$ cat config.mk
export PLATFORM = sky130hd
export DESIGN_NAME = ps2_rx_fifo
export DESIGN_NICKNAME = d
export VERILOG_FILES = /design/src/rtl/ps2_pkg.sv /design/src/rtl/ps2_byte_fifo.sv /design/src/rtl/ps2_rx_fifo.sv
export SDC_FILE = /design/constraint.sdc
export NUM_CORES = 1
export LEC_CHECK = 0
export ABC_AREA = 1
export CAP_MARGIN = 25
export CORE_MARGIN = 2
export CORE_UTILIZATION = 50
export DETAILED_ROUTE_END_ITERATION = 6
export DONT_BUFFER_PORTS = 1
export PLACE_DENSITY = 0.7
export SYNTH_ARGS = -nofsm -noshare
export SYNTH_HDL_FRONTEND = slang
export SYNTH_HIERARCHICAL = 1
export SYNTH_SLANG_ARGS = --single-unit
$ cat constraint.sdc
create_clock -name clk -period 4.05 [get_ports clk]
set_clock_uncertainty 0.15 [all_clocks]
set_input_delay 0.405 -clock clk [delete_from_list [all_inputs] [get_ports clk]]
set_output_delay 0.405 -clock clk [all_outputs]
set_load 0.005 [all_outputs]
$ cat src/rtl/ps2_pkg.sv
// ps2_pkg
//   Shared types and frame constants for the PS/2 receive path.
//   ps2_rx_state_t : deframer states (IDLE, RECV, CHECK)
//   PS2_FRAME_BITS : bits per device-to-host frame (start, 8 data, parity, stop)
//   PS2_START      : level of the start bit
//   PS2_STOP       : level of the stop bit
package ps2_pkg;

   typedef enum logic [1:0] {
      IDLE,
      RECV,
      CHECK
   } ps2_rx_state_t;

   localparam int   PS2_FRAME_BITS = 11;
   localparam logic PS2_START      = 1'b0;
   localparam logic PS2_STOP       = 1'b1;

   // Odd parity holds when data bits plus parity bit contain an odd number of ones.
   function automatic logic ps2_odd_parity_ok(input logic [7:0] byte_i, input logic parity_i);
      return ^{byte_i, parity_i};
   endfunction

endpackage

$ cat src/rtl/ps2_byte_fifo.sv
// ps2_byte_fifo
//   Byte FIFO between the PS/2 deframer and the downstream scan-code decoder.
//   Pointers carry one extra wrap bit so full and empty are distinguishable.
// Ports
//   clk_i        system clock
//   rst_i        asynchronous active-high reset (pointers and slots cleared)
//   push_i       write push_data_i at the tail; refused while full unless a pop
//                takes effect in the same cycle
//   push_data_i  byte to write
//   pop_i        advance the head; ignored while empty
//   full_o       all DEPTH slots occupied
//   empty_o      no slot occupied
//   head_o       byte in the head slot (combinational read)
module ps2_byte_fifo #(
   parameter int DEPTH = 8
) (
   input  logic       clk_i,
   input  logic       rst_i,
   input  logic       push_i,
   input  logic [7:0] push_data_i,
   input  logic       pop_i,
   output logic       full_o,
   output logic       empty_o,
   output logic [7:0] head_o
);

   localparam int AW = $clog2(DEPTH);

   logic [7:0]  mem_q [DEPTH];
   logic [AW:0] wr_ptr_q;
   logic [AW:0] rd_ptr_q;
   logic        do_push;
   logic        do_pop;

   assign empty_o = (wr_ptr_q == rd_ptr_q);
   assign full_o  = (wr_ptr_q[AW] != rd_ptr_q[AW]) &&
                    (wr_ptr_q[AW-1:0] == rd_ptr_q[AW-1:0]);

   assign do_pop  = pop_i && !empty_o;
   // A simultaneous pop frees the slot the push needs, so a full FIFO still accepts.
   assign do_push = push_i && (!full_o || do_pop);

   assign head_o  = mem_q[rd_ptr_q[AW-1:0]];

   always_ff @(posedge clk_i or posedge rst_i) begin
      if (rst_i) begin
         wr_ptr_q <= '0;
         rd_ptr_q <= '0;
         for (int i = 0; i < DEPTH; i++) begin
            mem_q[i] <= '0;
         end
      end else begin
         if (do_push) begin
            mem_q[wr_ptr_q[AW-1:0]] <= push_data_i;
            wr_ptr_q                <= wr_ptr_q + 1'b1;
         end
         if (do_pop) begin
            rd_ptr_q <= rd_ptr_q + 1'b1;
         end
      end
   end

endmodule

$ cat src/rtl/ps2_rx_fifo.sv
// ps2_rx_fifo
//   PS/2 device-to-host receiver. Synchronises ps2_clk/ps2_data, deframes
//   11-bit frames (start 0, 8 data LSB first, odd parity, stop 1) and buffers
//   the received bytes for the scan-code decoder.
//   Build option: define PS2_RX_PARITY_CHECK_EN to reject frames with bad
//   odd parity; otherwise the parity bit is ignored.
// Ports
//   clk         system clock
//   reset       asynchronous active-high reset
//   ps2_clk     raw PS/2 clock pin
//   ps2_data    raw PS/2 data pin
//   nextdata_n  active-low pop request, one byte per cycle while low and ready
//   data        FIFO head byte, valid while ready=1
//   ready       FIFO non-empty
//   overflow    sticky: a good frame arrived while the FIFO was full
//   frame_err   sticky: a frame was rejected (bad stop, or bad parity if enabled)
//
// state | meaning
// IDLE  | waiting for a falling edge with a start bit on the data line
// RECV  | collecting frame bits; abandons the frame after TIMEOUT_CYCLES of silence
// CHECK | one cycle: validate the complete frame and push the byte if good
module ps2_rx_fifo
   import ps2_pkg::*;
#(
   parameter int FIFO_DEPTH     = 8,
   parameter int SYNC_STAGES    = 3,
   parameter int TIMEOUT_CYCLES = 50000
) (
   input  logic       clk,
   input  logic       reset,
   input  logic       ps2_clk,
   input  logic       ps2_data,
   input  logic       nextdata_n,
   output logic [7:0] data,
   output logic       ready,
   output logic       overflow,
   output logic       frame_err
);

   localparam int               TO_W    = (TIMEOUT_CYCLES > 2) ? $clog2(TIMEOUT_CYCLES) : 1;
   localparam logic [TO_W-1:0]  TO_LAST = TO_W'(TIMEOUT_CYCLES - 1);
   localparam logic [3:0]       LAST_BIT_CNT = 4'(PS2_FRAME_BITS - 1);

   logic [SYNC_STAGES-1:0] clk_sync_q;
   logic [SYNC_STAGES-1:0] data_sync_q;
   ps2_rx_state_t          state_q;
   logic [3:0]             bitcnt_q;
   logic [10:0]            shift_q;
   logic [TO_W-1:0]        timeout_q;
   logic                   frame_err_q;
   logic                   overflow_q;

   logic                   fall;
   logic                   din;
   logic                   frame_ok_d;
   logic                   parity_ok_d;
   logic                   push_d;
   logic                   pop_req;
   logic                   fifo_full;
   logic                   fifo_empty;

   // Sync flops idle high so reset never fabricates a falling edge.
   always_ff @(posedge clk or posedge reset) begin
      if (reset) begin
         clk_sync_q  <= '1;
         data_sync_q <= '1;
      end else begin
         clk_sync_q  <= {clk_sync_q[SYNC_STAGES-2:0], ps2_clk};
         data_sync_q <= {data_sync_q[SYNC_STAGES-2:0], ps2_data};
      end
   end

   assign fall = !clk_sync_q[SYNC_STAGES-2] && clk_sync_q[SYNC_STAGES-1];
   assign din  = data_sync_q[SYNC_STAGES-1];

   // After 11 shifts: [0]=start, [8:1]=data, [9]=parity, [10]=stop.
`ifdef PS2_RX_PARITY_CHECK_EN
   assign parity_ok_d = ps2_odd_parity_ok(shift_q[8:1], shift_q[9]);
`else
   logic parity_unused;
   assign parity_unused = shift_q[9];
   assign parity_ok_d   = 1'b1;
`endif

   assign frame_ok_d = (shift_q[0] == PS2_START) && (shift_q[10] == PS2_STOP) && parity_ok_d;
   assign push_d     = (state_q == CHECK) && frame_ok_d;
   assign pop_req    = !nextdata_n;

   always_ff @(posedge clk or posedge reset) begin
      if (reset) begin
         state_q     <= IDLE;
         bitcnt_q    <= '0;
         shift_q     <= '1;
         timeout_q   <= '0;
         frame_err_q <= 1'b0;
      end else begin
         if (fall) begin
            shift_q <= {din, shift_q[10:1]};
         end
         case (state_q)
            IDLE: begin
               timeout_q <= '0;
               if (fall && (din == PS2_START)) begin
                  state_q  <= RECV;
                  bitcnt_q <= 4'd1;
               end
            end
            RECV: begin
               if (fall) begin
                  timeout_q <= '0;
                  bitcnt_q  <= bitcnt_q + 4'd1;
                  if (bitcnt_q == LAST_BIT_CNT) begin
                     state_q <= CHECK;
                  end
               end else if (timeout_q == TO_LAST) begin
                  // Device went silent mid-frame: drop it quietly.
                  state_q   <= IDLE;
                  bitcnt_q  <= '0;
                  timeout_q <= '0;
               end else begin
                  timeout_q <= timeout_q + 1'b1;
               end
            end
            CHECK: begin
               state_q  <= IDLE;
               bitcnt_q <= '0;
               if (!frame_ok_d) begin
                  frame_err_q <= 1'b1;
               end
            end
            default: begin
               state_q  <= IDLE;
               bitcnt_q <= '0;
            end
         endcase
      end
   end

   // When full the FIFO is non-empty, so any pop request frees a slot.
   always_ff @(posedge clk or posedge reset) begin
      if (reset) begin
         overflow_q <= 1'b0;
      end else if (push_d && fifo_full && !pop_req) begin
         overflow_q <= 1'b1;
      end
   end

   ps2_byte_fifo #(
      .DEPTH (FIFO_DEPTH)
   ) u_fifo (
      .clk_i       (clk),
      .rst_i       (reset),
      .push_i      (push_d),
      .push_data_i (shift_q[8:1]),
      .pop_i       (pop_req),
      .full_o      (fifo_full),
      .empty_o     (fifo_empty),
      .head_o      (data)
   );

   assign ready     = !fifo_empty;
   assign overflow  = overflow_q;
   assign frame_err = frame_err_q;

endmodule

==> metrics.md, run 1 <==
| Metric | Value |
|---|---|
| Drc violations | `0` |
| Die area | `0.0126 mm²` |
| H-Tree Level Count | `4` |
| WP depth | `9` |
| Root buffer cell | `clkbuf_16` |
| Cell with the most instances after synthesis | `nand2_1` |
| Simple-gate share of the synthesized area | `34.6%` |
| Gpl congestion | `0.905` |
| Final Hold Viols | `0` |
| Crit-path slowest cell | `nand4_4` |
| List of most frequent post-synthesis cells | `244 x nand2_1, 96 x dfrtp_1, 67 x nand4_1, 47 x nor2_1, 44 x o21ai_0` |
| Die height | `112 µm` |
| Worst-Skew Late Latency | `0.42 ns` |
| Starting DRT DRC Count | `495` |
| Minimum clock period | `2.95 ns` |
| WL met3 | `887 µm` |
| Max Freq | `339 MHz` |
| Antenna diodes | `0` |
| First-pass GRT wire length | `23,300 µm` |
| Number of synthesized flops with an enable pin | `0` |
| Wire length on met2 | `6520 µm` |
| Hold path depth | `3` |
| Vias per cell | `5.70` |
| MaxCap Viol Count | `0` |
| Post-synth top area cell | `dfrtp_1` |
| I/O Buffers | `0` |
| Synth Area in Compound Gates | `7.59%` |
| Post-synthesis adder-cell area fraction | `1.07%` |
| Avg WL per Cell | `16.1 µm` |
| Unique masters post-synth | `41` |
| Hpwl dp | `9060 µm` |
| RSZ-0062 raised after global routing | `no` |
| Post-Synth XOR/XNOR Area | `1.92%` |
| Die width | `112 µm` |
| Critical path's top delay family | `simple AND/OR/NAND/NOR gates` |
| FF+latch count, synth | `113` |
| Clk slew on worst S/H paths | `0.05 ns` |
| M1 WL | `6020 µm` |
| Largest family of logic cells by synthesized area | `simple AND/OR/NAND/NOR gates` |
| Worst path max stage delay | `0.63 ns` |
| Final setup fails | `0` |
| CP Capture Type | `register` |
| Post-route insts no fill | `851` |
| Synth top area share | `40.9%` |
| Initial antenna violation count | `0` |
| Count of boundary I/O pins | `16` |
| TritonRoute pass-1 iters | `5` |
| ANT nets after route | `0` |
| Worst Tran Pin Value | `0.829 ns` |
| Pwr/cell area | `540 mW/mm²` |
| CP Cell Sequence | `buf_4, inv_2, nand2_1, nand2_2, nor2_4, nand4_4, nand3_1, nand2_1, nand2_1` |
| Status | `complete, no violations` |
| Clock sinks | `113` |
| Worst Reg-to-Reg Cells | `9` |
| Min-delay worst type | `input port to register` |
| Post-synthesis sequential area ratio | `48.5%` |
| CTS buffer count | `17` |
| CP arrival | `3.15 ns` |
| Async SR Flop Fraction | `100%` |
| Area delta synth->final | `10.2%` |
| Share of layout cells above drive strength 1 | `14.5%` |
| Fin crit share | `72.9%` |
| Net count, final | `705` |
| Largest net degree at the start of global routing | `78` |
| Final core occ | `56.7%` |
| Synth area leaders | `dfrtp_1 41%, nand2_1 16%, dfstp_2 7.6%, nand4_1 7.1%, o21ai_0 3.8%` |
| Synthesized area | `0.00587 mm²` |
| Critical path launch point type | `register` |
| Dpl cells | `814` |
| CP most frequent cell | `nand2_1` |
| Initial Util | `51.4%` |
| Number of cell rows | `39` |
| Leakage | `3.17 nW` |
| Clk buf depth | `2` |
| Critical path fanouts, max | `56` |
| Average size of a mapped cell | `8.30 µm²` |
| Post-Syn Nets | `717` |
| All-layer global routing usage | `23.4%` |
| Final Max Slew Viols | `0` |
| Mux cell area share after synthesis | `0%` |
| FILL cells | `1,023` |
| Routed wire length | `13,700 µm` |
| CP Buf/Inv Count | `2` |
| GRT Residual Overflow | `0` |
| WS Path Type | `register to register` |
| Core area | `0.0114 mm²` |
| Peak supply drop | `0.589 mV` |
| Total power | `3.49 mW` |
| CTS tree | `yes` |
| Max_slew headroom | `44.6%` |
| Top layer in use | `met4` |
| Final Hold Slack | `0.0689 ns` |
| Yosys Warn Count | `6` |
| Vias in the first global route | `4,584` |
| Fin Setup TNS | `0 ns` |
| Critical Path RT | `4.25 ns` |
| Vias | `4,847` |
| Most common flop cell mapped by yosys | `dfrtp_1` |
| Mapped Cells | `707` |
| Resized cells post-CTS | `0` |
-- through the flow --
step	area [µm²]	worst slack [ns]
final	6470	1.10
after global placement	5870	1.26
after CTS	6440	1.17
after global routing	6470	0.820
after floorplan	5870	1.67
after detailed placement	5870	1.16
-- what timing repair did --
| action | in CTS | in global routing |
|---|---|---|
| buffers inserted | 0 | 0 |
| hold buffers | 4 | 0 |
| endpoints found under the hold margin | 70 | 0 |
-- layout by cell type, fill, tap and decap left out, types with 6 or more instances in the layout --
cell / count
clkbuf_1: 6
clkbuf_16: 17
dfrtp_1: 96
dfstp_2: 17
inv_1: 27
nand2_1: 244
nand2_2: 10
nand3_1: 23
nand4_1: 67
nor2_1: 47
nor2_4: 6
nor3_2: 9
o21ai_0: 44
o22ai_1: 19
xor2_1: 7
-- power by group --
group	internal, mW	leakage (nW)	switching [mW]
clock network	0.839	0.261	0.481
registers	1.21	1.51	0.146
logic	0.262	1.41	0.549
total	2.32	3.17	1.18
-- cell families after synthesis --
logic type                 Yosys count
and+or+nand+nor                    423
buffers and inverters               76
DFF                                113
xor gates and xnor gates            12
AOI/OAI and AO/OA                   78
adders and majority gates            5
-- cell type report --
class	instances	area [µm²]	share of cell area, %
Multi-Input combinational cell	518	2660	41.0
Timing Repair Buffer	10	118	1.82
Tap cell	143	179	2.77
Clock buffer	27	503	7.77
Inverter	35	139	2.15
Sequential cell	113	2850	44.0
Clock inverter	5	27.5	0.425
-- worst min-delay path, cell delays in order --
cell	delay, ns
inv_1	0.05
nand3_1	0.09
nand2_1	0.05
-- sequential cells by signal, summed over array words and instances, names as in the netlist --
| register | cells |
|---|---|
| u_fifo/mem_q | 64 |
| timeout_q | 16 |
| shift_q | 11 |
| bitcnt_q | 4 |
| u_fifo/rd_ptr_q | 4 |
| u_fifo/wr_ptr_q | 4 |
| clk_sync_q | 3 |
| data_sync_q | 3 |
| state_q | 2 |
| frame_err | 1 |
| overflow | 1 |
-- per-layer routing --
metal	track usage, %	up-vias
met5	0	-
met2	36.5	135
met1	31.5	2338
li1	-	2355
met4	8.13	0
met3	7.02	19
-- worst paths after layout --
kind / from / to / slack, ns
worst max-delay path: u_fifo/rd_ptr_q[0] / u_fifo/mem_q[42] / 1.10
worst min-delay path: nextdata_n / u_fifo/rd_ptr_q[3] / 0.07
worst max register to register: u_fifo/rd_ptr_q[0] / u_fifo/mem_q[42] / 1.10
worst min register to register: data_sync_q[0] / data_sync_q[1] / 0.20
max in group asynchronous: reset / u_fifo/mem_q[63] / 2.72
min in group asynchronous: reset / u_fifo/mem_q[27] / 0.38
Power figures use the tool's default switching activity.
==> run 2: changes to the inputs <==
Settings changed: PLACE_DENSITY 0.7 to 0.73.
Clock period 4.05 ns to 2.7 ns, I/O delays scaled along.
==> metrics.md, run 2 (synthesis results as in run 1) <==
| Metric | Value |
|---|---|
| TritonRoute pass-1 iters | `6` |
| Clk buf depth | `2` |
| Routed wire length | `13,400 µm` |
| Max_slew headroom | `48.7%` |
| Final core occ | `57.4%` |
| Avg WL per Cell | `15.6 µm` |
| Hold worst-path end | `data_sync_q[2]` |
| ANT nets after route | `0` |
| Critical Path RT | `2.84 ns` |
| Fin crit share | `93.1%` |
| Area delta synth->final | `11.7%` |
| Critical path's top delay family | `simple AND/OR/NAND/NOR gates` |
| FF-to-FF Start | `state_q[1]` |
| Hpwl dp | `8850 µm` |
| Peak supply drop | `0.877 mV` |
| Core area | `0.0114 mm²` |
| CP arrival | `2.65 ns` |
| I/O Buffers | `0` |
| Share of layout cells above drive strength 1 | `15.6%` |
| Total power | `5.47 mW` |
| Critical path launch point type | `register` |
| Top reg by flops | `u_fifo/mem_q` |
| Worst-Skew Late Latency | `0.41 ns` |
| Antenna diodes | `0` |
| Final Hold Slack | `0.202 ns` |
| Worst Tran Pin Value | `0.765 ns` |
| WS Path Type | `register to register` |
| Pwr/cell area | `834 mW/mm²` |
| Final Max Slew Viols | `0` |
| Die area | `0.0126 mm²` |
| Vias per cell | `5.71` |
| MaxCap Viol Count | `0` |
| GRT Residual Overflow | `0` |
| Status | `complete, no violations` |
| Root buffer cell | `clkbuf_16` |
| Crit-path slowest cell | `dfrtp_1` |
| CTS tree | `yes` |
| Top flop regs | `u_fifo/mem_q x64, timeout_q x16, shift_q x11` |
| Largest net degree at the start of global routing | `78` |
| H-Tree Level Count | `4` |
| Starting DRT DRC Count | `469` |
| Gpl congestion | `0.901` |
| All-layer global routing usage | `22.2%` |
| Initial antenna violation count | `0` |
| Number of flip-flops in the largest register | `64` |
| Post-CTS setup buffer count | `0` |
| Vias | `4,886` |
| Worst reg-to-reg setup slack | `0.19 ns` |
| Vias in the first global route | `4,734` |
| Max Freq | `398 MHz` |
| Net count, final | `709` |
| Final setup fails | `0` |
| CP Cell Sequence | `inv_1, nor3_2, buf_12, nand3_1, nand2_1, nand2_1` |
| Count of boundary I/O pins | `16` |
| Reg2reg end | `u_fifo/mem_q[49]` |
| Worst Reg-to-Reg Cells | `6` |
| Clk slew on worst S/H paths | `0.05 ns` |
| Die width | `112 µm` |
| Number of cell rows | `39` |
| Final Hold Viols | `0` |
| Most common cell after layout, fill and taps aside | `nand2_1` |
| Worst path max stage delay | `0.66 ns` |
| Hold path depth | `0` |
| Fin Setup TNS | `0 ns` |
| CTS buffer count | `17` |
| CP Capture Type | `register` |
| Drc violations | `0` |
| Initial Util | `51.4%` |
| First-pass GRT wire length | `22,500 µm` |
| RSZ-0062 raised after global routing | `no` |
| Minimum clock period | `2.51 ns` |
| Die height | `112 µm` |
| Commonest non-fill, non-tap cells in the layout | `244 x nand2_1, 96 x dfrtp_1, 67 x nand4_1, 47 x nor2_1, 44 x o21ai_0` |
| Critical path fanouts, max | `77` |
| Min-delay worst type | `register to register` |
| Hold path start | `data_sync_q[1]` |
| CP Buf/Inv Count | `2` |
| Clock sinks | `113` |
| Leakage | `3.21 nW` |
| CP most frequent cell | `nand2_1` |
-- run 2: metal layers --
metal  up-vias  GRT usage (%)  wire (µm)
met5         -              0          0
met3        24           5.62        576
met2       115           37.2       6560
li1       2357              -          -
met4         0           8.46        265
met1      2390           27.9       5960
-- run 2: timing repair --
action                     CTS  global route
hold buffers                 4             0
setup endpoints to repair    0             2
hold endpoints to repair    45             0
resized for setup            0             1
-- run 2: worst max path at each step --
| stage | from | endpoint | slack (ns) | cells after the start |
|---|---|---|---|---|
| 2_1_floorplan | reset | u_fifo/mem_q[0] | 0.46 | 1 |
| 3_3_place_gp | u_fifo/wr_ptr_q[0] | u_fifo/mem_q[49] | 0.35 | 9 |
| 3_5_place_dp | u_fifo/wr_ptr_q[0] | u_fifo/mem_q[49] | 0.21 | 9 |
| 4_1_cts | u_fifo/wr_ptr_q[0] | u_fifo/mem_q[49] | 0.20 | 9 |
| 5_1_grt | state_q[1] | u_fifo/mem_q[49] | 0.02 | 6 |
| 6_report | state_q[1] | u_fifo/mem_q[49] | 0.19 | 6 |
-- run 2: layout make-up --
cell class              instances  area, µm²
clock buffers                  23        488
clock inverters                 9        105
fillers                      1002       4860
inverters                      35        139
multi-input cells             518       2660
flip-flops and latches        113       2850
well taps                     143        179
repair buffers                 14        144
-- run 2: power breakdown --
| group | switching (mW) | total, mW | internal [mW] |
|---|---|---|---|
| Clock | 0.753 | 2.20 | 1.45 |
| Combinational | 0.849 | 1.28 | 0.430 |
| Sequential | 0.165 | 1.99 | 1.82 |
| Total | 1.77 | 5.47 | 3.70 |
-- run 2: worst register-to-register path, stage by stage, from the launching register on --
cell and delay [ns]:
dfrtp_1 0.66, inv_1 0.30, nor3_2 0.31, buf_12 0.34
nand3_1 0.37, nand2_1 0.18, nand2_1 0.07
-- run 2: per-stage QoR --
| step | worst slack [ns] | std cells | instance area [µm²] |
|---|---|---|---|
| after floorplan | 0.455 | 707 | 5870 |
| after global placement | 0.345 | 819 | 5920 |
| after detailed placement | 0.212 | 819 | 5920 |
| after CTS | 0.195 | 855 | 6560 |
| after global routing | 0.0189 | 855 | 6560 |
| final | 0.188 | 855 | 6560 |
